`src/rtl/ppi_ex_pkg.sv`:
```
// Shared constants and helpers for the ppi_ex slot/PPI block.
package ppi_ex_pkg;

  localparam logic [1:0] PORT_A    = 2'd0;
  localparam logic [1:0] PORT_B    = 2'd1;
  localparam logic [1:0] PORT_C    = 2'd2;
  localparam logic [1:0] PORT_CTRL = 2'd3;

  localparam logic [15:0] SUBSLOT_ADDR = 16'hFFFF;

  typedef enum logic [1:0] {
    ACC_NONE,
    ACC_IO,
    ACC_MEM
  } acc_kind_t;

  function automatic logic [3:0] onehot4(input logic [1:0] sel);
    return 4'b0001 << sel;
  endfunction

endpackage

```
`src/rtl/ppi_ex_if.sv`:
```
// Z80-style bus as seen by the PPI: strobes, address, write data and read return.
interface ppi_ex_if;
  logic        iorq_n;
  logic        mreq_n;
  logic        wr_n;
  logic        rd_n;
  logic [15:0] address;
  logic [7:0]  wdata;
  logic [7:0]  rdata;
  logic        rdata_en;

  modport master (
    output iorq_n, mreq_n, wr_n, rd_n, address, wdata,
    input  rdata, rdata_en
  );

  modport slave (
    input  iorq_n, mreq_n, wr_n, rd_n, address, wdata,
    output rdata, rdata_en
  );
endinterface

```
`src/rtl/ppi_ex_subslot.sv`:
```
// Secondary slot register of one expanded primary slot and its per-page decode.
module ppi_ex_subslot
  import ppi_ex_pkg::*;
(
  input  logic       clk,
  input  logic       reset,
  input  logic       we,
  input  logic [7:0] wdata,
  input  logic [1:0] page,
  input  logic       mute,
  output logic [7:0] sub_reg,
  output logic [3:0] sel
);

  always_ff @(posedge clk) begin
    if (reset)
      sub_reg <= 8'h00;
    else if (we)
      sub_reg <= wdata;
  end

  // Muted while the register itself is being read so no cartridge drives the bus.
  always_comb begin
    sel = mute ? 4'b0000 : onehot4(sub_reg[{page, 1'b0} +: 2]);
  end

endmodule

```
`src/rtl/ppi_ex.sv`:
```
// 8255-style PPI with primary slot select and FFFFh secondary slot registers.
// Optional macro PPI_PORTC_BSR_EN enables port C bit set/reset via the control port.
module ppi_ex
  import ppi_ex_pkg::*;
#(
  parameter logic [7:0] IO_BASE         = 8'hA8,
  parameter logic [3:0] EXP_SLOT_MASK   = 4'b0000,
  parameter int         KEY_SYNC_STAGES = 2
) (
  input  logic        clk,
  input  logic        reset,
  ppi_ex_if.slave     bus,
  output logic [3:0]  matrix_y,
  input  logic [7:0]  matrix_x,
  output logic        cmt_motor_off,
  output logic        cmt_write_signal,
  output logic        keyboard_caps_led_off,
  output logic        click_sound,
  output logic [3:0]  sltsl,
  output logic [15:0] sltsl_sub
);

`ifdef PPI_PORTC_BSR_EN
  localparam bit BSR_EN = 1'b1;
`else
  localparam bit BSR_EN = 1'b0;
`endif

  logic [7:0]  port_a;
  logic [7:0]  port_c;
  logic [7:0]  key_sync [KEY_SYNC_STAGES];
  logic [7:0]  sub_regs [4];
  logic [7:0]  rdata_q;
  logic        rdata_en_q;
  acc_kind_t   kind;
  logic        access;
  logic        access_q;
  logic        take;
  logic        is_wr;
  logic [7:0]  offset;
  logic        io_hit;
  logic        sub_hit;
  logic        sub_read;
  logic [1:0]  page;
  logic [1:0]  cur_slot;

  always_comb begin
    kind = ACC_NONE;
    if (!bus.iorq_n)
      kind = ACC_IO;
    else if (!bus.mreq_n)
      kind = ACC_MEM;
    is_wr    = !bus.wr_n;
    access   = (kind != ACC_NONE) && (!bus.wr_n || !bus.rd_n);
    take     = access && !access_q;
    offset   = bus.address[7:0] - IO_BASE;
    io_hit   = (kind == ACC_IO) && (offset < 8'd4);
    cur_slot = port_a[7:6];
    sub_hit  = (kind == ACC_MEM) && (bus.address == SUBSLOT_ADDR) && EXP_SLOT_MASK[cur_slot];
    sub_read = sub_hit && bus.wr_n && !bus.rd_n;
    page     = bus.address[15:14];
  end

  // Resetting to "active" means a strobe held through reset is never taken.
  always_ff @(posedge clk) begin
    if (reset)
      access_q <= 1'b1;
    else
      access_q <= access;
  end

  always_ff @(posedge clk) begin
    if (reset) begin
      for (int i = 0; i < KEY_SYNC_STAGES; i++)
        key_sync[i] <= 8'hFF;
    end else begin
      key_sync[0] <= matrix_x;
      for (int i = 1; i < KEY_SYNC_STAGES; i++)
        key_sync[i] <= key_sync[i-1];
    end
  end

  always_ff @(posedge clk) begin
    if (reset) begin
      port_a <= 8'h00;
      port_c <= 8'h00;
    end else if (take && is_wr && io_hit) begin
      case (offset[1:0])
        PORT_A: port_a <= bus.wdata;
        PORT_B: ;
        PORT_C: port_c <= bus.wdata;
        PORT_CTRL: begin
          if (bus.wdata[7]) begin
            port_a <= 8'h00;
            port_c <= 8'h00;
          end else if (BSR_EN) begin
            port_c[bus.wdata[3:1]] <= bus.wdata[0];
          end
        end
      endcase
    end
  end

  always_ff @(posedge clk) begin
    if (reset) begin
      rdata_q    <= 8'h00;
      rdata_en_q <= 1'b0;
    end else begin
      rdata_q    <= 8'h00;
      rdata_en_q <= 1'b0;
      if (take && !is_wr && (io_hit || sub_hit)) begin
        rdata_en_q <= 1'b1;
        if (sub_hit)
          rdata_q <= ~sub_regs[cur_slot];
        else begin
          case (offset[1:0])
            PORT_A:    rdata_q <= port_a;
            PORT_B:    rdata_q <= key_sync[KEY_SYNC_STAGES-1];
            PORT_C:    rdata_q <= port_c;
            PORT_CTRL: rdata_q <= 8'hFF;
          endcase
        end
      end
    end
  end

  assign bus.rdata    = rdata_q;
  assign bus.rdata_en = rdata_en_q;

  assign matrix_y              = port_c[3:0];
  assign cmt_motor_off         = port_c[4];
  assign cmt_write_signal      = port_c[5];
  assign keyboard_caps_led_off = port_c[6];
  assign click_sound           = port_c[7];

  always_comb begin
    sltsl = sub_read ? 4'b0000 : onehot4(port_a[{page, 1'b0} +: 2]);
  end

  for (genvar p = 0; p < 4; p++) begin : g_slot
    if (EXP_SLOT_MASK[p]) begin : g_exp
      ppi_ex_subslot u_sub (
        .clk     (clk),
        .reset   (reset),
        .we      (take && is_wr && sub_hit && (cur_slot == 2'(p))),
        .wdata   (bus.wdata),
        .page    (page),
        .mute    (sub_read),
        .sub_reg (sub_regs[p]),
        .sel     (sltsl_sub[4*p +: 4])
      );
    end else begin : g_flat
      assign sub_regs[p]         = 8'h00;
      assign sltsl_sub[4*p +: 4] = 4'b0000;
    end
  end

endmodule

```
`src/flat_wrapper.sv`:
```
// flat-port wrapper written by rule: the top's interface ports become plain ports
module ppi_ex_flat import ppi_ex_pkg::*;
#(
  parameter logic [7:0] IO_BASE         = 8'hA8,
  parameter logic [3:0] EXP_SLOT_MASK   = 4'b0000,
  parameter int         KEY_SYNC_STAGES = 2
)
  (clk, reset, matrix_y, matrix_x, cmt_motor_off, cmt_write_signal, keyboard_caps_led_off, click_sound, sltsl, sltsl_sub, bus_iorq_n, bus_mreq_n, bus_wr_n, bus_rd_n, bus_address, bus_wdata, bus_rdata, bus_rdata_en);
  ppi_ex_if bus_i ();
  input  logic clk;
  input  logic reset;
  output logic [3:0] matrix_y;
  input  logic [7:0] matrix_x;
  output logic cmt_motor_off;
  output logic cmt_write_signal;
  output logic keyboard_caps_led_off;
  output logic click_sound;
  output logic [3:0] sltsl;
  output logic [15:0] sltsl_sub;
  input wire logic [$bits(bus_i.iorq_n)-1:0] bus_iorq_n;
  input wire logic [$bits(bus_i.mreq_n)-1:0] bus_mreq_n;
  input wire logic [$bits(bus_i.wr_n)-1:0] bus_wr_n;
  input wire logic [$bits(bus_i.rd_n)-1:0] bus_rd_n;
  input wire logic [$bits(bus_i.address)-1:0] bus_address;
  input wire logic [$bits(bus_i.wdata)-1:0] bus_wdata;
  output wire logic [$bits(bus_i.rdata)-1:0] bus_rdata;
  output wire logic [$bits(bus_i.rdata_en)-1:0] bus_rdata_en;
  assign bus_i.iorq_n = bus_iorq_n;
  assign bus_i.mreq_n = bus_mreq_n;
  assign bus_i.wr_n = bus_wr_n;
  assign bus_i.rd_n = bus_rd_n;
  assign bus_i.address = bus_address;
  assign bus_i.wdata = bus_wdata;
  assign bus_rdata = bus_i.rdata;
  assign bus_rdata_en = bus_i.rdata_en;
  ppi_ex #(.IO_BASE(IO_BASE), .EXP_SLOT_MASK(EXP_SLOT_MASK), .KEY_SYNC_STAGES(KEY_SYNC_STAGES)) u_core (.clk(clk), .reset(reset), .bus(bus_i), .matrix_y(matrix_y), .matrix_x(matrix_x), .cmt_motor_off(cmt_motor_off), .cmt_write_signal(cmt_write_signal), .keyboard_caps_led_off(keyboard_caps_led_off), .click_sound(click_sound), .sltsl(sltsl), .sltsl_sub(sltsl_sub));
endmodule
```
`config.mk`:
```
export PLATFORM = sky130hd
export DESIGN_NAME = ppi_ex_flat
export DESIGN_NICKNAME = d
export VERILOG_FILES = /design/src/rtl/ppi_ex_pkg.sv /design/src/rtl/ppi_ex_if.sv /design/src/rtl/ppi_ex_subslot.sv /design/src/rtl/ppi_ex.sv /design/src/flat_wrapper.sv
export SDC_FILE = /design/constraint.sdc
export NUM_CORES = 1
export LEC_CHECK = 0
export ABC_AREA = 1
export BUFFER_PORTS_ARGS = -buffer_cell sky130_fd_sc_hd__buf_4
export CORE_MARGIN = 5
export CORE_UTILIZATION = 54
export CTS_BUF_LIST = sky130_fd_sc_hd__clkbuf_8
export CTS_CLUSTER_DIAMETER = 80
export DETAILED_ROUTE_END_ITERATION = 10
export GPL_TIMING_DRIVEN = 0
export PLACE_DENSITY_LB_ADDON = 0.1
export SLEW_MARGIN = 15
export SYNTH_ARGS = -nofsm -noshare
export SYNTH_HDL_FRONTEND = slang
export SYNTH_SLANG_ARGS = --single-unit
export TNS_END_PERCENT = 50
```
`constraint.sdc`:
```
create_clock -name clk -period 2.62 [get_ports clk]
set_clock_uncertainty 0.15 [all_clocks]
set_input_delay 0 -clock clk [delete_from_list [all_inputs] [get_ports clk]]
set_output_delay 0 -clock clk [all_outputs]
set_load 0.01 [all_outputs]
```
# Word level (Yosys, flattened, before mapping)
# Memory sizes are Yosys's and may differ from the RTL's.
# Index checks and enable logic that the tools add are counted.
[totals] mem_count=1 elab_cells=66 output_inout_bits=37 register_bits=26 ramBits=16
[op_classes] n_eq_ne=7 n_bitwise=5 n_addsub=1 reduce_logical=23 shift=2 muxes=19 magnitude_cmp=3
[mem_list] memory="u_core.key_sync" words=2 word_bits=8 rd=2 rd_ports_with_merged_regs=0 wr=2 line_no="ppi_ex.sv:31" rtl="logic [7:0] key_sync [KEY_SYNC_STAGES];"
[op_table] cell="$mux 8" count=6
[op_table] cell="$pmux 8 s2" count=2
[op_table] cell="$pmux 8 s4" count=1
[op_table] cell="$bmux 8 s2" count=1
[op_table] cell="$eq 16x16->1 const B" count=1
[op_table] cell="$logic_and 1x1->1" count=11
[op_table] cell="$lt 8x3->1 const B" count=1
[op_table] cell="$not 8->8" count=1
[op_table] cell="$shiftx 8x4->2" count=1
[op_table] cell="$sub 8x8->8 const B" count=1
[op_table] cell="$eq 2x2->1 const B" count=3
[op_table] cell="$reduce_and 3->1" count=2
[op_table] cell="$reduce_bool 2->1" count=3
[op_table] cell="$mux 1" count=5
[op_table] cell="$eq 2x1->1 const B" count=2
[op_table] cell="$mux 2" count=2
[op_table] cell="$mux 4" count=1
[op_table] cell="$shl 1x2->4 const A" count=1
[op_table] cell="$ge 3x3->1 const B" count=1
[op_table] cell="$logic_not 1->1" count=3
[op_table] cell="$lt 2x3->1 const B" count=1
[op_table] cell="$not 2->3" count=1
[op_table] cell="$bmux 1 s2" count=1
[op_table] cell="$logic_not 2->1" count=1
[op_table] cell="5 further kinds" count=7

# Depth between registers and ports, before layout
# Gate-level depths: netlist of run 1.
[logic_depth] ltp_word=9 ltp_mapped=11

# Worst setup path after synthesis of run 1
# No wires, ideal clock.
[synth_timing] path_type="input port to flip-flop" start="in bus_address[3]" end="reg u_core.port_a[0]" stages=10 required_ns=2.355 arrival_ns=1.035 path_slack_ns=1.320 n_path_buf=1 path_cell_list="inv_1 ha_1 nand3_1 nor2_4 nand2_2 nor2_4 buf_6 nand3_1 nand2_1 nor2_1"
[synth_between] elab_chain_cells=5
[synth_lines] item="start: declaration" line_no="flat_wrapper.sv:24" rtl="input wire logic [$bits(bus_i.address)-1:0] bus_address;"
[synth_lines] item="$sub 8x8->8" line_no="ppi_ex.sv:56" rtl="offset = bus.address[7:0] - IO_BASE;"
[synth_lines] item="$lt 8x3->1" line_no="ppi_ex.sv:57" rtl="io_hit = (kind == ACC_IO) && (offset < 8'd4);"
[synth_lines] item="$logic_and 1x1->1" line_no="ppi_ex.sv:57"
[synth_lines] item="$logic_and 1x1->1" line_no="ppi_ex.sv:87" rtl="end else if (take && is_wr && io_hit) begin"
[synth_lines] item="$reduce_and 3->1 (no source line)"
[synth_lines] item="end signal: assignment" line_no="ppi_ex.sv:89" rtl="PORT_A: port_a <= bus.wdata;"
[synth_lines] item="end: declaration" line_no="ppi_ex.sv:29" rtl="logic [7:0] port_a;"
# Every way passes these cells.
# A chain may end at the register's enable or synchronous reset.

# Final worst setup path of run 1
[layout_timing] start="in bus_rd_n" end="reg u_core.port_a[3]"
[layout_between] elab_chain_cells=7
[layout_lines] item="start: declaration" line_no="flat_wrapper.sv:23" rtl="input wire logic [$bits(bus_i.rd_n)-1:0] bus_rd_n;"
[layout_lines] item="$logic_not 1->1" line_no="ppi_ex.sv:54" rtl="access = (kind != ACC_NONE) && (!bus.wr_n || !bus.rd_n);"
[layout_lines] item="$logic_or 1x1->1" line_no="ppi_ex.sv:54"
[layout_lines] item="$logic_and 1x1->1" line_no="ppi_ex.sv:54"
[layout_lines] item="$logic_and 1x1->1" line_no="ppi_ex.sv:55" rtl="take = access && !access_q;"
[layout_lines] item="$logic_and 1x1->1 (2 in series)" line_no="ppi_ex.sv:87"
[layout_lines] item="$reduce_and 3->1 (no source line)"
# Every way passes these cells.

==> flow_summary.yaml, run 1 <==
sta:
  relSlewSlack_pct: 61.23
  finalSetupViolCount: 0
  fin_crit_ns: 2.347
  whs_ns: 0.04388
  clock.fmax_mhz: 426.1
  rsz0062_at_grt: "no"
  post-route-period-util_pct: 89.58
  finalHoldViolCount: 0
  setup_tns_ns: 0
  slew_violations: 0
  worstMarginPinSlew_ns: 0.5794
detailed_routing:
  wl_per_cell_um: 11.85
  ant_nets: 0
  drt_iter0_markers: 124
  drt_wl_total_um: 4657
  drc: 0
  vias: 1867
  vias_per_cell: 4.751
  first_pass_iters: 4
layout:
  post-route-util_pct: 81.66
  final_layout_size_suffix_gt1_share_pct: 30.55
  instances_no_fill: 393
  layout.nets: 385
  synthToLayoutAreaGrowth_pct: 46.14
  layout_commonest_cell: "buf_4"
  antenna_cells: 0
  mostFrequentLayoutCells: "buf_4 (69), nand2_1 (49), dfxtp_1 (42)"
yosys:
  ys_seq_area_share_pct: 44.74
  synth.distinct_cells: 28
  ys_seq_elements: 42
  synth_warnings: 0
  synth_xor_area_share_pct: 0
  muxShareOfSynthArea_pct: 0
  synth_top_family_by_area: "simple AND/OR/NAND/NOR gates"
  yosys.area_share.simple_pct: 29.43
  postSynthCellCount: 245
  synth_compound_area_share_pct: 11.12
  avgSynthCellArea_um2: 7.671
  synth-adder-area-share_pct: 0.6658
  syn_area_mm2: 0.001879
global_route:
  grt_pass1_vias: 1768
  overflow: 0
  use_met3_pct: 4.862
  gr-usage-met1_pct: 25.53
  met2_usage_pct: 36.90
  grtUsageTotal_pct: 21.11
  antenna_found_initial: 0
  grt_max_degree: 16
  grt_first_pass_wirelength_um: 7486
  grt-busiest-layer: "met2"
worst_setup_path:
  crit_arrival_ns: 2.38
  cp-end-kind: "flop"
  cp.required_ns: 2.65
  crit_type: "in -> reg"
  worst-path-max-fanout: 3
  startpoint_type: "input pin"
floorplan:
  core_mm2: 0.003363
  start_util_pct: 55.88
  std_cell_rows: 21
  num_io_pins: 75
  fp.dieW_um: 69.00
  die_area_mm2: 0.004760
  die_h_um: 69.00
placed_design:
  hpwl_um: 3247
  place_inst: 358
  io_buffers: 52
  finalWeightedCongestion: 0.9051
cts:
  root_buffer: "clkbuf_8"
  cts_tree: "done"
  cts.sinks: 42
  clk_pin_slew_ns: 0.09
  clock_path_buffers: 2
  htree_levels: 2
  cts_buffers: 5
  insertion_delay_ns: 0.29
  post_cts_buffers: 0
power:
  powerDensity_mw_per_mm2: 460.3
  totalPowerFinal_uw: 1264
  vdd_drop_max_uv: 480.6
  total_leakage_power_uw: 0.001343
job:
  cap_violations: 0
run_status:
  status: "completed"
worst_hold_path:
  worstHoldPathType: "in -> reg"
[sequential cells by signal (all words and copies together), names as in the netlist]
| signal | count |
|---|---|
| u_core.port_a | 8 |
| u_core.port_c | 8 |
| u_core.bus.rdata_en | 1 |
| u_core.access_q | 1 |
| u_core.bus.rdata | 8 |
| u_core.key_sync | 16 |
[what timing repair did]
item	CTS	global route
hold buffers	27	0
gates resized for setup	0	0
hold endpoints to repair	26	0
[synthesized netlist by cell type (all sizes together)]
| cell type | count | area share (%) |
|---|---|---|
| dfxtp | 42 | 45 |
| conb | 1 | 0.20 |
| clkinv | 1 | 0.20 |
| or2 | 16 | 5.3 |
| inv | 21 | 4.2 |
| a21oi | 20 | 5.5 |
| and2 | 1 | 0.33 |
| buf | 23 | 9.1 |
| nand3 | 16 | 4.3 |
| nand3b | 2 | 0.80 |
| a221oi | 6 | 2.8 |
| nor2 | 31 | 7.0 |
| nand4 | 3 | 1.0 |
| a22oi | 2 | 0.80 |
| nor3 | 1 | 0.27 |
| clkbuf | 2 | 0.40 |
| a32oi | 1 | 0.47 |
| a32o | 1 | 0.53 |
| o21ai | 3 | 1.0 |
| ha | 1 | 0.67 |
| nand2 | 51 | 10 |
[final timing paths]
kind	startpoint	endpoint	slack (ns)	cells past startpoint
worst min-delay path	bus_wr_n	u_core.port_c[4]$_SDFFE_PP0P_	0.04	5
worst min register to register	u_core.key_sync[0][2]$_SDFF_PP1_	u_core.key_sync[0][10]$_SDFF_PP1_	0.26	1
worst max-delay path	bus_rd_n	u_core.port_a[3]$_SDFFE_PP0P_	0.27	10
worst max register to register	u_core.access_q$_SDFF_PP1_	u_core.port_a[3]$_SDFFE_PP0P_	0.37	8
[layer usage]
| layer | up-vias | routed length [µm] |
|---|---|---|
| met5 | - | 0 |
| met4 | 0 | 70 |
| met3 | 8 | 390 |
| met2 | 79 | 2263 |
| met1 | 826 | 1933 |
| li1 | 954 | - |
[critical path, stage by stage]
cell	delay [ns]
dlygate4sd3_1	0.54
buf_4	0.13
nand2_1	0.09
nand3_1	0.09
nor2_1	0.15
nand4_1	0.14
nor2_1	0.11
dlygate4sd3_1	0.55
nor2_1	0.05
dlygate4sd3_1	0.54
[layout make-up]
type / instances / area (µm²)
repair buffers: 79 / 660.6
flip-flops and latches: 42 / 840.8
inverters: 22 / 82.58
plain buffers: 25 / 177.7
well taps: 46 / 57.56
clock buffers: 5 / 68.82
fillers: 243 / 616.8
clock inverters: 3 / 23.77
multi-input cells: 171 / 834.6
[stage by stage]
step,cell area (µm²),setup slack [ns]
after floorplan,1936,1.320
after global placement,2384,1.119
after detailed placement,2384,1.117
after CTS,2746,0.3095
after global routing,2746,0.09098
final,2746,0.2731
[power by group]
| part | switching (µW) | leakage [µW] | total, µW | internal, µW |
|---|---|---|---|---|
| registers | 2.95 | 0.000342 | 653 | 650 |
| clock network | 228 | 0.0000408 | 418 | 190 |
| logic | 89.0 | 0.000960 | 193 | 104 |
[logic make-up after synthesis]
group | after synthesis
simple gates | 121
buf+inv | 47
flops | 42
compound gates | 33
fa+ha+maj | 1
other cells | 1
(Power assumes the default switching activity.)
==> inputs of run 2 (changes only) <==
--- a/config.mk
+++ b/config.mk
@@ -5,10 +5,9 @@
 export SDC_FILE = /design/constraint.sdc
 export NUM_CORES = 1
 export LEC_CHECK = 0
-export ABC_AREA = 1
 export BUFFER_PORTS_ARGS = -buffer_cell sky130_fd_sc_hd__buf_4
 export CORE_MARGIN = 5
-export CORE_UTILIZATION = 54
+export CORE_UTILIZATION = 53
 export CTS_BUF_LIST = sky130_fd_sc_hd__clkbuf_8
 export CTS_CLUSTER_DIAMETER = 80
 export DETAILED_ROUTE_END_ITERATION = 10
==> flow_summary.yaml, run 2 <==
run_status:
  status: "completed"
floorplan:
  die_area_mm2: 0.004701
  core_mm2: 0.003337
  die_h_um: 68.57
  start_util_pct: 54.48
  num_io_pins: 75
  std_cell_rows: 21
  fp.dieW_um: 68.57
worst_setup_path:
  worst-path-max-fanout: 9
  r2r_end: "u_core.bus.rdata_en$_SDFF_PP0_"
  rrSetupSlack_ns: 0.47
  r2r-start: "u_core.access_q$_SDFF_PP1_"
  critical-path-max-stage-delay_ns: 0.62
  reg2regPathDepth: 4
  crit_arrival_ns: 2.24
  cp.required_ns: 2.71
  slowest_stage: "dlygate4sd3_1"
  path_cells: "and4bb_1 -> o2111ai_4 -> nor4b_4 -> dlygate4sd3_1"
  cp-end-kind: "flop"
  crit_type: "reg -> reg"
  startpoint_type: "flop"
detailed_routing:
  vias_per_cell: 4.730
  vias: 1438
  ant_nets: 0
  drt_iter0_markers: 77
  wl_per_cell_um: 13.91
  drc: 0
  first_pass_iters: 5
  drt_wl_total_um: 4228
yosys:
  ys_seq_area_share_pct: 46.25
  avgSynthCellArea_um2: 11.15
  synth_common_cells: "dfxtp_1 (42), or2_2 (17), buf_4 (16), mux2i_1 (16), nand2b_1 (16)"
  postSynthCellCount: 163
  synth.distinct_cells: 29
  synth_warnings: 0
  yosys.cell_count.top_type: "dfxtp_1"
  synth_area_leaders: "dfxtp_1 (46%), mux2i_1 (8.8%), buf_4 (6.6%)"
  synth_edf_count: 0
  yosys.area.top_type: "dfxtp_1"
  yosysTopAreaCellShare_pct: 46.25
  syn_area_mm2: 0.001818
  ys_async_sr_fraction_pct: 0
  ys_seq_elements: 42
  synth_ff_type: "dfxtp_1"
sta:
  clock.fmax_mhz: 464.2
  rsz0062_at_grt: "no"
  setup_tns_ns: 0
  finalHoldViolCount: 0
  post-route-period-util_pct: 82.22
  fin_crit_ns: 2.154
  relSlewSlack_pct: 48.12
  worstMarginPinSlew_ns: 0.7782
  layout_setup_ws_ns: 0.4658
  slew_violations: 0
  finalSetupViolCount: 0
cts:
  ctsResizeCount: 0
  cts_hold_buf: 21
  cts.sinks: 42
  clk_pin_slew_ns: 0.08
  clock_path_buffers: 2
  cts_buffers: 5
  root_buffer: "clkbuf_8"
  htree_levels: 2
  cts_tree: "done"
  post_cts_buffers: 0
  insertion_delay_ns: 0.29
layout:
  layout.nets: 296
  layout_commonest_cell: "buf_4"
  fillers: 246
  synthToLayoutAreaGrowth_pct: 44.12
  antenna_cells: 0
  final_layout_size_suffix_gt1_share_pct: 44.96
  regMostFlops: "u_core.key_sync"
  largest_reg_flops: 16
  mostFrequentLayoutCells: "buf_4 (67), dfxtp_1 (42), dlygate4sd3_1 (21)"
global_route:
  grt_first_pass_wirelength_um: 6499
  grt_max_degree: 14
  grt_pass1_vias: 1448
  use_met3_pct: 5.997
  grtUsageTotal_pct: 19.68
  gr-usage-met1_pct: 19.63
  grt-busiest-layer: "met2"
  overflow: 0
  antenna_found_initial: 0
  met2_usage_pct: 36.23
job:
  cap_violations: 0
worst_hold_path:
  worstHoldPathType: "in -> reg"
  hold_depth: 4
  worstHoldEndpoint: "u_core.bus.rdata[3]$_SDFF_PP0_"
  hold_start: "bus_address[7]"
power:
  total_leakage_power_uw: 0.001222
  powerDensity_mw_per_mm2: 472.0
  vdd_drop_max_uv: 373.1
placed_design:
  dp_slack_ns: 0.7525
  hpwl_um: 2948
  io_buffers: 51
  finalWeightedCongestion: 0.8292
[run 2: metal layers]
layer | vias to the layer above | part of all wire, % | wire [µm]
li1 | 713 | - | -
met1 | 664 | 37 | 1578
met4 | 0 | 1.3 | 57
met3 | 6 | 8.1 | 343
met2 | 55 | 53 | 2249
met5 | - | 0 | 0
[run 2: cell families (layout without fill, tap and decap cells)]
kind of cell	count (synthesis)	after routing	synth area share [%]
AOI/OAI and AO/OA	13	13	7.640
adders and majority gates	1	1	0.6881
buffers and inverters	27	107	9.360
DFF	42	42	46.25
muxes	26	26	16.24
other	1	16	0.2063
and+or+nand+nor	53	53	19.61
[run 2: where the power goes]
part | switching, µW | total (µW) | internal (µW)
combinational | 63.0 | 157 | 93.7
sequential | 2.99 | 653 | 650
clock | 215 | 427 | 212
[run 2: worst max-delay path, delay by kind of cell (launching register included)]
family,cells,cell delay (ns)
AO/OA/AOI/OAI,1,0.18
buffers and inverters,1,0.62
flip-flops,1,0.30
AND/OR/NAND/NOR,2,0.85
[run 2: stage by stage]
step / util (%) / hold WS [ns] / instances / cell area (µm²) / power (µW)
6_report: 78.52 / 0.03189 / 304 / 2620 / 1237
5_1_grt: 78.52 / 0.03571 / 304 / 2620 / 1288
4_1_cts: 78.52 / 0.01702 / 304 / 2620 / 1242
3_5_place_dp: 69.37 / 0.03739 / 275 / 2315 / 796.8
3_3_place_gp: 69.37 / 0.03405 / 275 / 2315 / 793.5
2_1_floorplan: - / -0.04724 / 178 / 1874 / 744.7
[run 2: worst max path at each step]
| stage | startpoint | to | slack [ns] | cells past startpoint |
|---|---|---|---|---|
| detailed placement | bus_address[3] | u_core.bus.rdata[5]$_SDFF_PP0_ | 0.75 | 7 |
| global route | u_core.access_q$_SDFF_PP1_ | u_core.bus.rdata_en$_SDFF_PP0_ | 0.37 | 4 |
| floorplan | u_core.access_q$_SDFF_PP1_ | u_core.port_a[0]$_SDFFE_PP0P_ | 0.97 | 5 |
| CTS | u_core.access_q$_SDFF_PP1_ | u_core.bus.rdata_en$_SDFF_PP0_ | 0.46 | 4 |
| global placement | bus_address[3] | u_core.bus.rdata[5]$_SDFF_PP0_ | 0.80 | 7 |
| finish | u_core.access_q$_SDFF_PP1_ | u_core.bus.rdata_en$_SDFF_PP0_ | 0.47 | 4 |
[run 2: layout make-up]
class	instances	area (µm²)	area share, %
tap	46	57.56	2.197
inverter	4	15.01	0.5731
sequential	42	840.8	32.09
clock buffer	6	82.58	3.152
timing repair buffer	72	593.1	22.64
multi-input combinational	109	863.3	32.95
buffer	23	155.1	5.922
clock inverter	2	12.51	0.4776
==> inputs of run 3 (changes only) <==
--- a/config.mk
+++ b/config.mk
@@ -7,7 +7,7 @@
 export LEC_CHECK = 0
 export BUFFER_PORTS_ARGS = -buffer_cell sky130_fd_sc_hd__buf_4
 export CORE_MARGIN = 5
-export CORE_UTILIZATION = 53
+export CORE_UTILIZATION = 44
 export CTS_BUF_LIST = sky130_fd_sc_hd__clkbuf_8
 export CTS_CLUSTER_DIAMETER = 80
 export DETAILED_ROUTE_END_ITERATION = 10
==> constraint.sdc (replaced) <==
create_clock -name clk -period 1.9 [get_ports clk]
set_clock_uncertainty 0.15 [all_clocks]
set_input_delay 0 -clock clk [delete_from_list [all_inputs] [get_ports clk]]
set_output_delay 0 -clock clk [all_outputs]
set_load 0.01 [all_outputs]
==> flow_summary.yaml, run 3 (synthesis results as in run 2) <==
run_status:
  status: "completed"
power:
  comb_power_share_pct: 12.2
  vdd_drop_max_uv: 467.6
  netSwitchingFraction_pct: 21.30
  pwr-share-clk_pct: 37.6
  powerDensity_mw_per_mm2: 673.6
  total_leakage_power_uw: 0.001248
  p_int_uw: 1411
  p_seq_share_pct: 50.2
  p_sw_uw: 381.8
global_route:
  grtUsageTotal_pct: 16.40
  grt_first_pass_wirelength_um: 6706
  grt_pass1_vias: 1425
  overflow: 0
  antenna_found_initial: 0
  grt_max_degree: 13
cts:
  cts_buffers: 5
  clock_path_buffers: 2
  clk_pin_slew_ns: 0.07
  cts_tree: "done"
  insertion_delay_ns: 0.30
  root_buffer: "clkbuf_8"
  cts.sinks: 42
  ctsResizeCount: 0
  htree_levels: 2
sta:
  clock.fmax_mhz: 544.2
  setup_tns_ns: 0
  fin_crit_ns: 1.837
  slew_violations: 0
  relSlewSlack_pct: 49.38
  layout_setup_ws_ns: 0.06254
  finalHoldViolCount: 0
  post-route-period-util_pct: 96.71
  worstMarginPinSlew_ns: 0.7593
  finalSetupViolCount: 0
  rsz0062_at_grt: "no"
  whs_ns: 0.09482
job:
  cap_violations: 0
worst_setup_path:
  critical-path-max-stage-delay_ns: 0.55
  cp.required_ns: 1.97
  slowest_stage: "nor3_4"
  startpoint_type: "flop"
  worst-path-max-fanout: 8
  critPathBufInv: 0
  path_cells: "and4bb_1 -> o2111ai_4 -> nor3_4 -> mux2i_1"
  cp-end-kind: "flop"
  crit_arrival_ns: 1.91
  crit_family: "simple AND/OR/NAND/NOR gates"
  crit_type: "reg -> reg"
worst_hold_path:
  worstHoldPathType: "in -> reg"
detailed_routing:
  ant_nets: 0
  drc: 0
  drt_iter0_markers: 90
  drt_wl_total_um: 4331
  vias: 1418
  first_pass_iters: 4
  vias_per_cell: 4.559
  wl_per_cell_um: 13.93
floorplan:
  die_area_mm2: 0.005518
  fp.dieW_um: 74.28
  core_mm2: 0.004000
  num_io_pins: 75
  std_cell_rows: 23
  start_util_pct: 45.45
  die_h_um: 74.28
placed_design:
  hpwl_um: 3103
  dp_slack_ns: -0.002314
  io_buffers: 51
  finalWeightedCongestion: 0.8023
layout:
  mostFrequentLayoutCells: "buf_4 (69), dfxtp_1 (42), dlygate4sd3_1 (22)"
  regMostFlops: "u_core.key_sync"
  synthToLayoutAreaGrowth_pct: 46.39
  layout_commonest_cell: "buf_4"
  antenna_cells: 0
  final_layout_size_suffix_gt1_share_pct: 44.44
  fillers: 312
  layout.nets: 299
  largest_reg_flops: 16
run 3: area by class of cell:
cell class / instances / area, µm² / area share, %
tap: 50 / 62.56 / 2.351
clock buffer: 5 / 68.82 / 2.586
multi-input combinational: 109 / 863.3 / 32.44
inverter: 4 / 15.01 / 0.5642
buffer: 23 / 155.1 / 5.830
sequential: 42 / 840.8 / 31.59
clock inverter: 3 / 37.54 / 1.410
timing repair buffer: 75 / 618.1 / 23.23
run 3: metrics by stage:
stage | utilization [%] | instance area, µm² | total power, µW | instances
after floorplan | - | 1874 | 1027 | 178
after CTS | 66.16 | 2646 | 1804 | 309
final | 66.53 | 2661 | 1793 | 311
after global placement | 57.99 | 2320 | 1096 | 279
after global routing | 66.53 | 2661 | 1870 | 311
after detailed placement | 57.99 | 2320 | 1100 | 279
run 3: worst paths after layout:
| path | slack (ns) | to | cells past startpoint | from |
|---|---|---|---|---|
| setup / recovery | 0.06 | u_core.port_c[6]$_SDFFE_PP0P_ | 4 | u_core.access_q$_SDFF_PP1_ |
| hold / removal | 0.09 | u_core.port_c[7]$_SDFFE_PP0P_ | 4 | bus_address[1] |
| setup reg to reg | 0.06 | u_core.port_c[6]$_SDFFE_PP0P_ | 4 | u_core.access_q$_SDFF_PP1_ |
| hold reg to reg | 0.26 | u_core.key_sync[0][12]$_SDFF_PP1_ | 1 | u_core.key_sync[0][4]$_SDFF_PP1_ |
run 3: repair_timing:
action,in CTS,in global routing
hold endpoints to repair,34,0
hold buffers,22,0
setup endpoints to repair,0,8
buffers inserted,0,2
run 3: tightest hold or removal path, stage by stage:
cell and delay, ns:
buf_4 0.12, o21ai_0 0.13, nor3_4 0.12, mux2i_1 0.12
run 3: power by group through the flow:
stage               clock network, µW  logic, µW  registers [µW]
CTS                               687        216             901
finish                            673        219             901
global placement                    0        174             921
floorplan                           0        108             919
global route                      731        238             902
detailed placement                  0        179             921
run 3: metal layers:
layer | routed length (µm) | GRT usage [%] | vias to the layer above | part of all wire [%]
li1 | - | - | 718 | -
met1 | 1694 | 18.96 | 655 | 39
met2 | 2263 | 27.66 | 38 | 52
met3 | 307 | 5.946 | 7 | 7.1
met4 | 65 | 6.522 | 0 | 1.5
met5 | 0 | 0 | - | 0
